`src/rtl/serial_subtractor.sv`:
```
// Bit-serial WIDTH-bit subtractor (minuend - subtrahend), LSB first, one bit per clock.
// A single full-subtractor cell works against a registered borrow. Visible results only
// change in the DONE cycle, so an operation in progress never disturbs them.
module serial_subtractor #(
  parameter int unsigned WIDTH = 4
) (
  input  logic             clk,
  input  logic             rst_n,
  input  logic             start,
  input  logic [WIDTH-1:0] minuend,
  input  logic [WIDTH-1:0] subtrahend,
  output logic             busy,
  output logic             done,
  output logic [WIDTH-1:0] difference,
  output logic             borrow_out,
  output logic             overflow
);

  localparam int unsigned CNT_W = $clog2(WIDTH);
  localparam logic [CNT_W-1:0] CNT_LAST = CNT_W'(WIDTH - 1);

  typedef enum logic [1:0] {
    S_IDLE  = 2'd0,
    S_SHIFT = 2'd1,
    S_DONE  = 2'd2
  } state_e;

  state_e             state_q, state_d;
  logic [WIDTH-1:0]   a_sr_q, a_sr_d;
  logic [WIDTH-1:0]   b_sr_q, b_sr_d;
  logic [WIDTH-1:0]   r_sr_q, r_sr_d;
  logic               br_q, br_d;
  logic [CNT_W-1:0]   cnt_q, cnt_d;
  logic               a_msb_q, a_msb_d;
  logic               b_msb_q, b_msb_d;
  logic               busy_q, busy_d;
  logic               done_q, done_d;
  logic [WIDTH-1:0]   diff_q, diff_d;
  logic               borrow_q, borrow_d;
  logic               ovf_q, ovf_d;

  // Full-subtractor cell outputs for the current LSB pair
  logic               d_bit_c;
  logic               br_next_c;

  // Single full-subtractor cell on the shift-register LSBs and the borrow register
  always_comb begin
    d_bit_c   = a_sr_q[0] ^ b_sr_q[0] ^ br_q;
    br_next_c = (~a_sr_q[0] & b_sr_q[0]) | (~(a_sr_q[0] ^ b_sr_q[0]) & br_q);
  end

  // Next-state and datapath control
  always_comb begin
    state_d  = state_q;
    a_sr_d   = a_sr_q;
    b_sr_d   = b_sr_q;
    r_sr_d   = r_sr_q;
    br_d     = br_q;
    cnt_d    = cnt_q;
    a_msb_d  = a_msb_q;
    b_msb_d  = b_msb_q;
    done_d   = 1'b0;
    diff_d   = diff_q;
    borrow_d = borrow_q;
    ovf_d    = ovf_q;

    case (state_q)
      S_IDLE: begin
        if (start) begin
          state_d = S_SHIFT;
          a_sr_d  = minuend;
          b_sr_d  = subtrahend;
          br_d    = 1'b0;
          cnt_d   = '0;
          a_msb_d = minuend[WIDTH-1];
          b_msb_d = subtrahend[WIDTH-1];
        end
      end
      S_SHIFT: begin
        a_sr_d = a_sr_q >> 1;
        b_sr_d = b_sr_q >> 1;
        r_sr_d = {d_bit_c, r_sr_q[WIDTH-1:1]};
        br_d   = br_next_c;
        if (cnt_q == CNT_LAST) begin
          state_d = S_DONE;
        end else begin
          cnt_d = cnt_q + CNT_W'(1);
        end
      end
      S_DONE: begin
        state_d  = S_IDLE;
        done_d   = 1'b1;
        diff_d   = r_sr_q;
        borrow_d = br_q;
        ovf_d    = (a_msb_q != b_msb_q) && (r_sr_q[WIDTH-1] != a_msb_q);
      end
      default: begin
        state_d = S_IDLE;
      end
    endcase

    busy_d = (state_d == S_SHIFT) || (state_d == S_DONE);
  end

  // State and datapath registers
  always_ff @(posedge clk or negedge rst_n) begin
    if (!rst_n) begin
      state_q  <= S_IDLE;
      a_sr_q   <= '0;
      b_sr_q   <= '0;
      r_sr_q   <= '0;
      br_q     <= 1'b0;
      cnt_q    <= '0;
      a_msb_q  <= 1'b0;
      b_msb_q  <= 1'b0;
      busy_q   <= 1'b0;
      done_q   <= 1'b0;
      diff_q   <= '0;
      borrow_q <= 1'b0;
      ovf_q    <= 1'b0;
    end else begin
      state_q  <= state_d;
      a_sr_q   <= a_sr_d;
      b_sr_q   <= b_sr_d;
      r_sr_q   <= r_sr_d;
      br_q     <= br_d;
      cnt_q    <= cnt_d;
      a_msb_q  <= a_msb_d;
      b_msb_q  <= b_msb_d;
      busy_q   <= busy_d;
      done_q   <= done_d;
      diff_q   <= diff_d;
      borrow_q <= borrow_d;
      ovf_q    <= ovf_d;
    end
  end

  assign busy       = busy_q;
  assign done       = done_q;
  assign difference = diff_q;
  assign borrow_out = borrow_q;
  assign overflow   = ovf_q;

endmodule

```
`config.mk`:
```
export PLATFORM = sky130hd
export DESIGN_NAME = serial_subtractor
export DESIGN_NICKNAME = d
export VERILOG_FILES = /design/src/rtl/serial_subtractor.sv
export SDC_FILE = /design/constraint.sdc
export NUM_CORES = 1
export LEC_CHECK = 0
export CAP_MARGIN = 10
export CORE_MARGIN = 2
export CORE_UTILIZATION = 52
export DETAILED_ROUTE_END_ITERATION = 6
export PLACE_DENSITY = 0.77
export SETUP_SLACK_MARGIN = 0.1
export SYNTH_ARGS = -nofsm -noshare
export SYNTH_HDL_FRONTEND = slang
export SYNTH_SLANG_ARGS = --single-unit
```
`constraint.sdc`:
```
create_clock -name clk -period 1.5 [get_ports clk]
set_clock_uncertainty 0.15 [all_clocks]
set_input_delay 0.15 -clock clk [delete_from_list [all_inputs] [get_ports clk]]
set_output_delay 0.15 -clock clk [all_outputs]
set_load 0.005 [all_outputs]
```
==> impl_results.md, run 1 <==
- Crit path launch: cnt_q[0]
- Pint: 1.932 mW
- Critical path cell sequence: ha_2 -> nor2_1 -> mux2_2 -> a22o_1
- Cells after Synth: 98
- Max stage delay cell, worst path: dfrtp_1
- DPL Wire Length: ~1400 um
- Reg2reg start: cnt_q[0]
- Mapped Nets: 111
- Ports: 19
- Vias/cell: between 5 and 6
- Largest net degree at the start of global routing: 28
- Pwr Total: 2.869 mW
- Fraction of registers with async set/reset: 100.0%
- Post-Place Cells: 145
- Pwr dens: approximately 1900 mW/mm2
- Seq/Total Area, Yosys: roughly 54%
- Dpl ws: -0.06951 ns
- Max Fclk: ~740 MHz
- Yosys cell types: 27
- Synthesis-to-layout area growth: 23.56%
- Fin crit period: 1.350 ns
- Clock share of power: 11.6%
- Core ar.: 0.002233 mm2
- Multiplexer area fraction after synthesis: 12.99%
- Clk root buf: clkbuf_4
- Vias in the first global route: 808
- Final-report hold violation count: 0
- Post-synthesis simple-gate area fraction: a little under an eighth
- Leak: 0.7513 nW
- All-Layer GR Usage: between 10% and 20%
- CP Class: flop to flop
- Port-buffer cells: 18
- Endpoint class of the critical path: flop
- Synthesized area per cell: 12.68 um2
- Req. time, crit path: 1.59 ns
- Setup crit start kind: flop
- # Max-Cap Violations: 0
- Worst Max-Slew Pin Slew: 0.3371 ns
- DR vias: 821
- NumNets Final: 140
- Worst reg-to-reg setup slack: 0.15 ns
- TritonCTS clock tree: done
- Die area: about 0.0028 mm2
- Fin Setup TNS: 0 ns
- Crit share post-route: between 90% and 100%
- Status: complete, no violations
- Chip width: approximately 53 um
- First-pass GRT wire length: 3450 um
- Crit-path max FO: 4
- Clock sink count: 27
- Synth warn: 0
- Routed len/inst: around 13 um
- Slew headroom: 77.53%
- Hold WC Path Type: input pin to async pin
- Main synth FF type: dfrtp_1
- Synth Area in Compound Gates: 13.19%
- Comb pwr share: between 40% and 50%
- Row count: 17
- Final RePlAce weighted congestion: about 0.74
- Cts bufs inserted: 3
- DRT antenna net count: 0
- WL final: 2003 um
- Peak VDD IR: 1.052 mV
- Pins Over Slew Limit: 0
- Hold buffer count at CTS: 0
- Die height: 52.88 um
- P_sw: 936.8 uW
- Sw Share: between 30% and 40%
- Post-synth EDFFs: 0
- Min Hold Slack: 0.01385 ns
- Combinational family with the most area after synthesis: compound AO/OA/AOI/OAI gates
- First-pass detailed-route iteration total: 4
- Max clock buf depth: 2
- DRT iter0 DRCs: 8
- Final setup margin: 0.1499 ns
- Final std cells w/o fill: 154
- Yosys reg bits: 27
- Setup violators final: 0
- Post-synthesis instance area: 0.001242 mm2
- Grt ovf: 0
- Clock transition at the registers of the reported paths: about 0.15 ns
- Post-Synth XOR/XNOR Area: 0%
- Arrival @ worst endpoint: 1.44 ns
- Initial antenna violation count: 0
- Drt drc: 0
- Initial core utilization: 55.63%
- Clock Latency Late Sink: 0.33 ns
- Layout cells sized above 1: a little under 30%
- Ant. Diodes: 0
- Sequential Power Share: about 44%
- Unrepaired setup endpoints after global routing: no
- Adder-Cell Fraction of Synth Area: 2.618%
- Crit-path max cell delay: 0.41 ns
- H-Tree Depth: 1
## path summary, 6_finish.rpt
| kind | end | cells past startpoint |
|---|---|---|
| worst max-delay path | cnt_q[0] | 4 |
| worst min-delay path | difference[3] | 2 |
| worst max register to register | cnt_q[0] | 4 |
| worst min register to register | overflow | 2 |
| max in group asynchronous | state_q[1] | 2 |
| min in group clk | b_msb_q | 2 |
## power groups by stage
| stage | logic [mW] | clock network (mW) | registers (mW) |
|---|---|---|---|
| 4_1_cts | 1.25 | 0.337 | 1.26 |
| 3_5_place_dp | 1.27 | 0 | 1.28 |
| 2_1_floorplan | 0.906 | 0 | 1.23 |
| 6_report | 1.29 | 0.332 | 1.25 |
| 3_3_place_gp | 1.23 | 0 | 1.26 |
| 5_1_grt | 1.42 | 0.366 | 1.30 |
## cell families (layout without fill, tap and decap cells)
kind of cell / count (synthesis) / count (layout)
and+or+nand+nor: 23 / 23
AOI/OAI and AO/OA: 25 / 25
DFF: 27 / 27
buffers and inverters: 10 / 38
muxes: 11 / 11
adders and majority gates: 2 / 2
## routing by layer
layer | share of wire (%) | vias up | GRT usage [%]
li1 | - | 395 | -
met1 | 46 | 404 | 20.15
met2 | 48 | 17 | 30.21
met3 | 3.3 | 5 | 2.542
met4 | 1.9 | 0 | 7.692
met5 | 0 | - | 0
## Yosys cell counts, types with 2 or more instances
cell type,number,area (um2)
dfrtp_1,27,675.7
mux2_4,10,150.1
nand2_1,10,37.54
o21ai_1,6,30.03
a21oi_1,5,25.02
a22oi_1,5,37.54
inv_1,4,15.01
o21ai_0,4,20.02
a22o_1,3,26.28
buf_6,3,33.78
nor2_1,3,11.26
and2b_2,2,17.52
nor2b_2,2,17.52
## stage by stage
stage	area, um2	util, %
floorplan	1242	-
global placement	1469	65.77
CTS	1505	67.40
detailed placement	1469	65.77
global route	1535	68.74
finish	1535	68.74
## area by class of cell
type | instances | area, um2
inverters | 5 | 21.27
clock inverters | 1 | 7.507
well taps | 28 | 35.03
flip-flops and latches | 27 | 676.9
multi-input cells | 61 | 506.7
repair buffers | 29 | 265.3
clock buffers | 3 | 22.52
fillers | 178 | 698.2
## flip-flops by register name, indices dropped and copies added, names as in the netlist
| name | flops |
|---|---|
| state_q | 2 |
| overflow | 1 |
| cnt_q | 2 |
| b_sr_q | 4 |
| difference | 4 |
| busy | 1 |
| br_q | 1 |
| b_msb_q | 1 |
| r_sr_q | 4 |
| done | 1 |
| borrow_out | 1 |
| a_sr_q | 4 |
| a_msb_q | 1 |
## critical path, delay by kind of cell, from the launching register on
family	cells	cell delay (ns)
and+or+nand+nor	1	0.05
AOI/OAI and AO/OA	1	0.18
muxes	1	0.25
adders and majority gates	1	0.22
DFF	1	0.41
## cell usage in the layout (no fill, tap or decap)
master	netlist	routed
a21oi_1	5	5
a22o_1	3	3
a22oi_1	5	5
and2b_2	2	2
and3b_2	1	1
buf_12	0	1
buf_4	1	10
clkbuf_4	0	3
clkdlybuf4s50_1	0	10
clkinvlp_4	0	1
dfrtp_1	27	26
dfrtp_2	0	1
dlygate4sd2_1	0	8
fa_1	1	1
ha_2	0	1
inv_1	4	4
inv_4	1	1
mux2_2	1	1
mux2_4	10	10
nand2_1	10	10
nand2b_1	1	1
nand2b_4	1	1
nor2_1	3	3
nor2b_1	1	1
nor2b_2	2	1
nor2b_4	1	2
nor3b_1	1	1
o21ai_0	4	4
o21ai_1	6	6
o21bai_4	1	1
o22ai_1	1	1
## what timing repair did
action / CTS / global route
hold endpoints to repair: 0 / 0
endpoints found under the setup margin: 10 / 3
gates resized for setup: 9 / 2
pin swaps: 0 / 0
setup buffers: 2 / 3
No activity file was read; power rests on OpenSTA's default activity.
==> run 2, diff against run 1 <==
Settings changed: CAP_MARGIN 10 to 30, SKIP_CTS_REPAIR_TIMING set to 1.
==> run 2 against run 1 <==
  * Critical path depth stayed put
  * Sequential cell count stayed put
  * Fmax about the same
  * Sequential power about the same
  * Critical path type unchanged
  * Register-to-register slack hardly changed
  * Power increased by 2.6%
  * Cell count is 1.3% higher
  * Die area unchanged
  * Largest cell class unchanged
  * Worst setup slack barely moved
  * First-iteration DRC count stayed put
==> impl_results.md, run 2 (synthesis gave the netlist of run 1 again) <==
- Status: complete, no violations (unchanged)
- Fin util: 70.76% (was 68.74%)
- Comb pwr share: 46.3% (was 44.9%)
- CP Class: flop to flop (unchanged)
- Pwr dens: 1863 mW/mm2 (was 1869 mW/mm2)
- Routed len/inst: 13.13 um (was 13.01 um)
- First-pass GRT wire length: 3401 um (was 3450 um)
- Post-DP Area: 0.001469 mm2 (unchanged)
- Pwr Total: 2.944 mW (was 2.869 mW)
- Chip width: 52.88 um (unchanged)
- All-Layer GR Usage: 16.78% (was 17.02%)
- Crit-path max cell delay: 0.41 ns (about the same)
- # Max-Cap Violations: 0 (unchanged)
- Hold WC Path Type: input pin to async pin (unchanged)
- Worst Max-Slew Pin Slew: 0.3378 ns (was 0.3371 ns)
- Req. time, crit path: 1.59 ns (about the same)
- Row count: 17 (unchanged)
- Layout cells sized above 1: 30.47% (was 29.37%)
- Drt drc: 0 (unchanged)
- Port-buffer cells: 18 (unchanged)
- Cts bufs inserted: 3 (unchanged)
- Die area: 0.002796 mm2 (unchanged)
- DR vias: 827 (was 821)
- Clk root buf: clkbuf_4 (unchanged)
- Clock transition at the registers of the reported paths: 0.15 ns (about the same)
- Die height: 52.88 um (unchanged)
- Sequential Power Share: 42.5% (was 43.6%)
- Leak: 0.8471 nW (was 0.7513 nW)
- Setup crit start kind: flop (unchanged)
- Grt ovf: 0 (unchanged)
- Most frequent cells in the layout: dfrtp_1, buf_4, mux2_4, nand2_1, clkdlybuf4s50_1 (was dfrtp_1, mux2_4, nand2_1, clkdlybuf4s50_1, buf_4)
- Commonest non-fill, non-tap cell in the layout: dfrtp_1 (unchanged)
- Cell family with most CP delay: flip-flops (unchanged)
- Min Hold Slack: 0.01431 ns (was 0.01385 ns)
- TritonCTS clock tree: done (unchanged)
- Vias/cell: 5.301 (was 5.331)
- Initial antenna violation count: 0 (unchanged)
- Peak VDD IR: 1.061 mV (was 1.052 mV)
- Max Fclk: 740.7 MHz (about the same)
- Critical path cell sequence: ha_2 -> nor2_1 -> mux2_2 -> a22o_1 (unchanged)
- Endpoint class of the critical path: flop (unchanged)
- Largest net degree at the start of global routing: 28 (unchanged)
- Ports: 19 (unchanged)
- Crit-path max FO: 4 (unchanged)
- NumNets Final: 142 (was 140)
- Sw Share: 32.20% (was 32.65%)
- Ant. Diodes: 0 (unchanged)
- Clock share of power: 11.3% (was 11.6%)
- Pint: 1.996 mW (was 1.932 mW)
- DRT iter0 DRCs: 8 (unchanged)
- Synthesis-to-layout area growth: 27.19% (was 23.56%)
- Setup violators final: 0 (unchanged)
- Max clock buf depth: 2 (unchanged)
- Crit share post-route: 90.01% (about the same)
- Max stage delay cell, worst path: dfrtp_1 (unchanged)
- WL final: 2048 um (was 2003 um)
- Fin Setup TNS: 0 ns (unchanged)
- CP Buf/Inv Count: 0 (unchanged)
- Unrepaired setup endpoints after global routing: no (unchanged)
- Clock Latency Late Sink: 0.33 ns (about the same)
- Clock sink count: 27 (unchanged)
- Vias in the first global route: 793 (was 808)
- DRT antenna net count: 0 (unchanged)
- Fin crit period: 1.350 ns (about the same)
- Final-report hold violation count: 0 (unchanged)
- Slew headroom: 77.48% (was 77.53%)
- Pins Over Slew Limit: 0 (unchanged)
- Arrival @ worst endpoint: 1.44 ns (about the same)
- H-Tree Depth: 1 (unchanged)
- Initial core utilization: 55.63% (unchanged)
- P_sw: 948.0 uW (was 936.8 uW)
- First-pass detailed-route iteration total: 4 (unchanged)
- Design Area, Final: 0.001580 mm2 (was 0.001535 mm2)
- Core ar.: 0.002233 mm2 (unchanged)
- DPL Wire Length: 1428 um (unchanged)
- Final RePlAce weighted congestion: 0.7439 (unchanged)
## run 2: power groups by stage
stage / clock network [mW] / logic (mW) / registers [mW]
CTS: 0.337 / 1.27 / 1.27
floorplan: 0 / 0.906 / 1.23
global route: 0.366 / 1.49 / 1.30
finish: 0.332 / 1.36 / 1.25
global placement: 0 / 1.23 / 1.26
detailed placement: 0 / 1.27 / 1.28
## run 2: layout make-up
cell class	instances	area, um2
clock inverter	1	7.507
sequential	27	676.9
tap	28	35.03
fill	166	653.1
multi-input combinational	61	506.7
clock buffer	3	22.52
inverter	5	21.27
timing repair buffer	31	310.3
## run 2: metal layers
| layer | vias to the layer above | wire (um) | global-route usage, % |
|---|---|---|---|
| met2 | 17 | 977 | 29.38 |
| met3 | 5 | 71 | 2.542 |
| met1 | 405 | 961 | 20.15 |
| met4 | 0 | 38 | 7.692 |
| li1 | 400 | - | - |
| met5 | - | 0 | 0 |
## run 2: worst paths after layout
| check | from | end | slack [ns] | cells past startpoint |
|---|---|---|---|---|
| min reg2reg | overflow | overflow | 0.36 | 2 |
| max in group asynchronous | rst_n | state_q[1] | 0.92 | 2 |
| max reg2reg | cnt_q[0] | cnt_q[0] | 0.15 | 4 |
| max | cnt_q[0] | cnt_q[0] | 0.15 | 4 |
| min | rst_n | difference[3] | 0.01 | 2 |
| min in group clk | subtrahend[3] | b_msb_q | 0.30 | 2 |
## run 2: per-stage QoR
step / worst slack [ns] / cells
after floorplan: 0.1784 / 98
after global placement: -0.03267 / 145
after detailed placement: -0.06951 / 145
after CTS: -0.03318 / 149
after global routing: 0.1020 / 156
final: 0.1499 / 156
## run 2: worst reg2reg max path, stage by stage (launching register included)
cell	delay (ns)
dfrtp_1	0.41
ha_2	0.22
nor2_1	0.05
mux2_2	0.25
a22o_1	0.18
==> run 3, diff against run 2 <==
--- a/config.mk
+++ b/config.mk
@@ -8,7 +8,8 @@
 export CAP_MARGIN = 30
 export CORE_MARGIN = 2
-export CORE_UTILIZATION = 52
+export CORE_UTILIZATION = 60
 export DETAILED_ROUTE_END_ITERATION = 6
-export PLACE_DENSITY = 0.77
+export DONT_BUFFER_PORTS = 1
+export PLACE_DENSITY = 0.76
 export SETUP_SLACK_MARGIN = 0.1
 export SKIP_CTS_REPAIR_TIMING = 1
==> constraint.sdc (replaced) <==
create_clock -name clk -period 1.5 [get_ports clk]
set_clock_uncertainty 0.15 [all_clocks]
set_input_delay 0.3 -clock clk [delete_from_list [all_inputs] [get_ports clk]]
set_output_delay 0.3 -clock clk [all_outputs]
set_load 0.005 [all_outputs]
==> run 3 against run 2 <==
  * Routed wire length fell by 4.6%
  * Sequential power barely moved
  * Clock-buffer cell count rose by 1
  * Final area fell by 13%
  * Power fell by 9.2%
  * Hold slack improved by 0.010 ns
  * Utilization fell by 0.67 points
  * Die area fell by 12%
  * First-iteration DRC count fell by 38%
  * Global-route usage rose by 1.5 points
  * Critical endpoint is now a_msb_q
  * Highest routed layer unchanged
==> impl_results.md, run 3 (synthesis gave the netlist of run 1 again) <==
- Max Fclk: 732.8 MHz (was 740.7 MHz)
- Final-report hold violation count: 0 (unchanged)
- Core ar.: 0.001962 mm2 (was 0.002233 mm2)
- First-pass GRT wire length: 3415 um (was 3401 um)
- Largest net degree at the start of global routing: 28 (unchanged)
- Cts bufs inserted: 3 (unchanged)
- Crit-path max FO: 5 (was 4)
- Synthesis-to-layout area growth: 10.67% (was 27.19%)
- H-Tree Depth: 1 (unchanged)
- Setup violators final: 0 (unchanged)
- DRT antenna net count: 0 (unchanged)
- DRT iter0 DRCs: 5 (was 8)
- Hold WC Path Type: input pin to flop (was input pin to async pin)
- Status: complete, no violations (unchanged)
- Sw Share: 32.75% (was 32.20%)
- Max clock buf depth: 2 (unchanged)
- Worst reg-to-reg setup slack: 0.14 ns (was 0.15 ns)
- Clk root buf: clkbuf_4 (unchanged)
- Vias/cell: 5.463 (was 5.301)
- Dpl ws: 0.1263 ns (was -0.06951 ns)
- Sequential Power Share: 47.6% (was 42.5%)
- Post-Place Cells: 125 (was 145)
- Hold Path Depth: 2
- Worst Max-Slew Pin Slew: 0.2843 ns (was 0.3378 ns)
- # Max-Cap Violations: 0 (unchanged)
- DPL Wire Length: 1421 um (was 1428 um)
- P_sw: 875.9 uW (was 948.0 uW)
- Clock sink count: 27 (unchanged)
- CP Class: flop to flop (unchanged)
- Pins Over Slew Limit: 0 (unchanged)
- RR Endpoint: a_msb_q (was cnt_q[0])
- Endpoint class of the critical path: flop (unchanged)
- Pwr dens: 1945 mW/mm2 (was 1863 mW/mm2)
- Ports: 19 (unchanged)
- WL final: 1953 um (was 2048 um)
- Layout cells sized above 1: 31.19% (was 30.47%)
- Fin crit period: 1.365 ns (was 1.350 ns)
- First-pass detailed-route iteration total: 2 (was 4)
- Commonest non-fill, non-tap cell in the layout: dfrtp_1 (unchanged)
- Vias in the first global route: 806 (was 793)
- R2r worst-path depth: 3 (was 4)
- Most frequent cells in the layout: dfrtp_1, mux2_4, nand2_1 (was dfrtp_1, buf_4, mux2_4, nand2_1, clkdlybuf4s50_1)
- Chip width: 49.51 um (was 52.88 um)
- Pint: 1.799 mW (was 1.996 mW)
- Row count: 16 (was 17)
- Setup crit start kind: flop (unchanged)
- Clock Latency Late Sink: 0.31 ns (was 0.33 ns)
- TritonCTS clock tree: done (unchanged)
- Die area: 0.002451 mm2 (was 0.002796 mm2)
- Hold endpoint: b_sr_q[0]
- Grt ovf: 0 (unchanged)
- Peak VDD IR: 1.016 mV (was 1.061 mV)
- Routed len/inst: 14.36 um (was 13.13 um)
- Drt drc: 0 (unchanged)
- Reg2reg start: state_q[1] (was cnt_q[0])
- Req. time, crit path: 1.56 ns (was 1.59 ns)
- Die height: 49.51 um (was 52.88 um)
- Slew headroom: 80.99% (was 77.48%)
- All-Layer GR Usage: 18.29% (was 16.78%)
- Clock share of power: 10.8% (was 11.3%)
- DR vias: 743 (was 827)
- Clock transition at the registers of the reported paths: 0.13 ns (was 0.15 ns)
- Crit share post-route: 90.98% (was 90.01%)
- Fin Setup TNS: 0 ns (unchanged)
- Ant. Diodes: 0 (unchanged)
- Final RePlAce weighted congestion: 0.7621 (was 0.7439)
- Unrepaired setup endpoints after global routing: yes (was no)
- Comb pwr share: 41.5% (was 46.3%)
- NumNets Final: 123 (was 142)
- Initial core utilization: 63.33% (was 55.63%)
- Port-buffer cells: 0 (was 18)
- Arrival @ worst endpoint: 1.43 ns (was 1.44 ns)
- Leak: 0.6611 nW (was 0.8471 nW)
- Final std cells w/o fill: 136 (was 156)
- Final setup margin: 0.1353 ns (was 0.1499 ns)
- Initial antenna violation count: 0 (unchanged)
- Hold Crit Start: subtrahend[0]
## run 3: cell count changes in the layout (fill, tap and decap cells not counted), sizes merged
| cell | delta |
|---|---|
| buf | -4 |
| clkbuf | +1 |
| clkdlybuf4s50 | -10 |
| dlymetal6s2s | -8 |
| dlygate4sd3 | +3 |
| clkinvlp | -1 |
## run 3: stage by stage
step	utilization (%)	cell area [um2]	hold WS [ns]	power, mW
floorplan	-	1242	-0.1456	2.132
global placement	64.60	1267	-0.1451	2.266
detailed placement	64.60	1267	-0.1450	2.331
CTS	65.94	1294	-0.5010	2.623
global route	70.09	1375	0.01715	2.901
finish	70.09	1375	0.02458	2.674
## run 3: area by class of cell
type	instances	area, um2
clock buffers	4	26.28
fillers	152	586.8
inverters	5	21.27
multi-input cells	61	506.7
flip-flops and latches	27	676.9
well taps	27	33.78
repair buffers	12	110.1
## run 3: worst max-delay path, cell delays in order, from the launching register on
cell     delay, ns
dfrtp_2       0.46
nor2b_2       0.17
nor2b_4       0.19
mux2_4        0.30
## run 3: how the worst max path moves through the flow
stage,from,end,slack [ns],cells past startpoint
finish,state_q[1],a_msb_q,0.14,3
global placement,state_q[1],cnt_q[0],0.14,3
global route,cnt_q[0],cnt_q[0],0.09,4
CTS,state_q[1],a_msb_q,0.11,3
detailed placement,state_q[1],a_msb_q,0.13,3
floorplan,state_q[1],a_msb_q,0.18,3
## run 3: metal layers
layer	track usage [%]	share of wire, %	vias up
met5	0	0	-
met4	8.333	0.67	0
met3	3.030	2.0	2
met2	30.86	52	13
met1	23.16	45	368
li1	-	-	360
## run 3: power groups by stage
| stage | clock (mW) | combinational (mW) | sequential [mW] |
|---|---|---|---|
| floorplan | 0 | 0.906 | 1.23 |
| global placement | 0 | 0.988 | 1.28 |
| detailed placement | 0 | 1.03 | 1.30 |
| CTS | 0.306 | 1.03 | 1.28 |
| global route | 0.333 | 1.24 | 1.33 |
| finish | 0.290 | 1.11 | 1.27 |
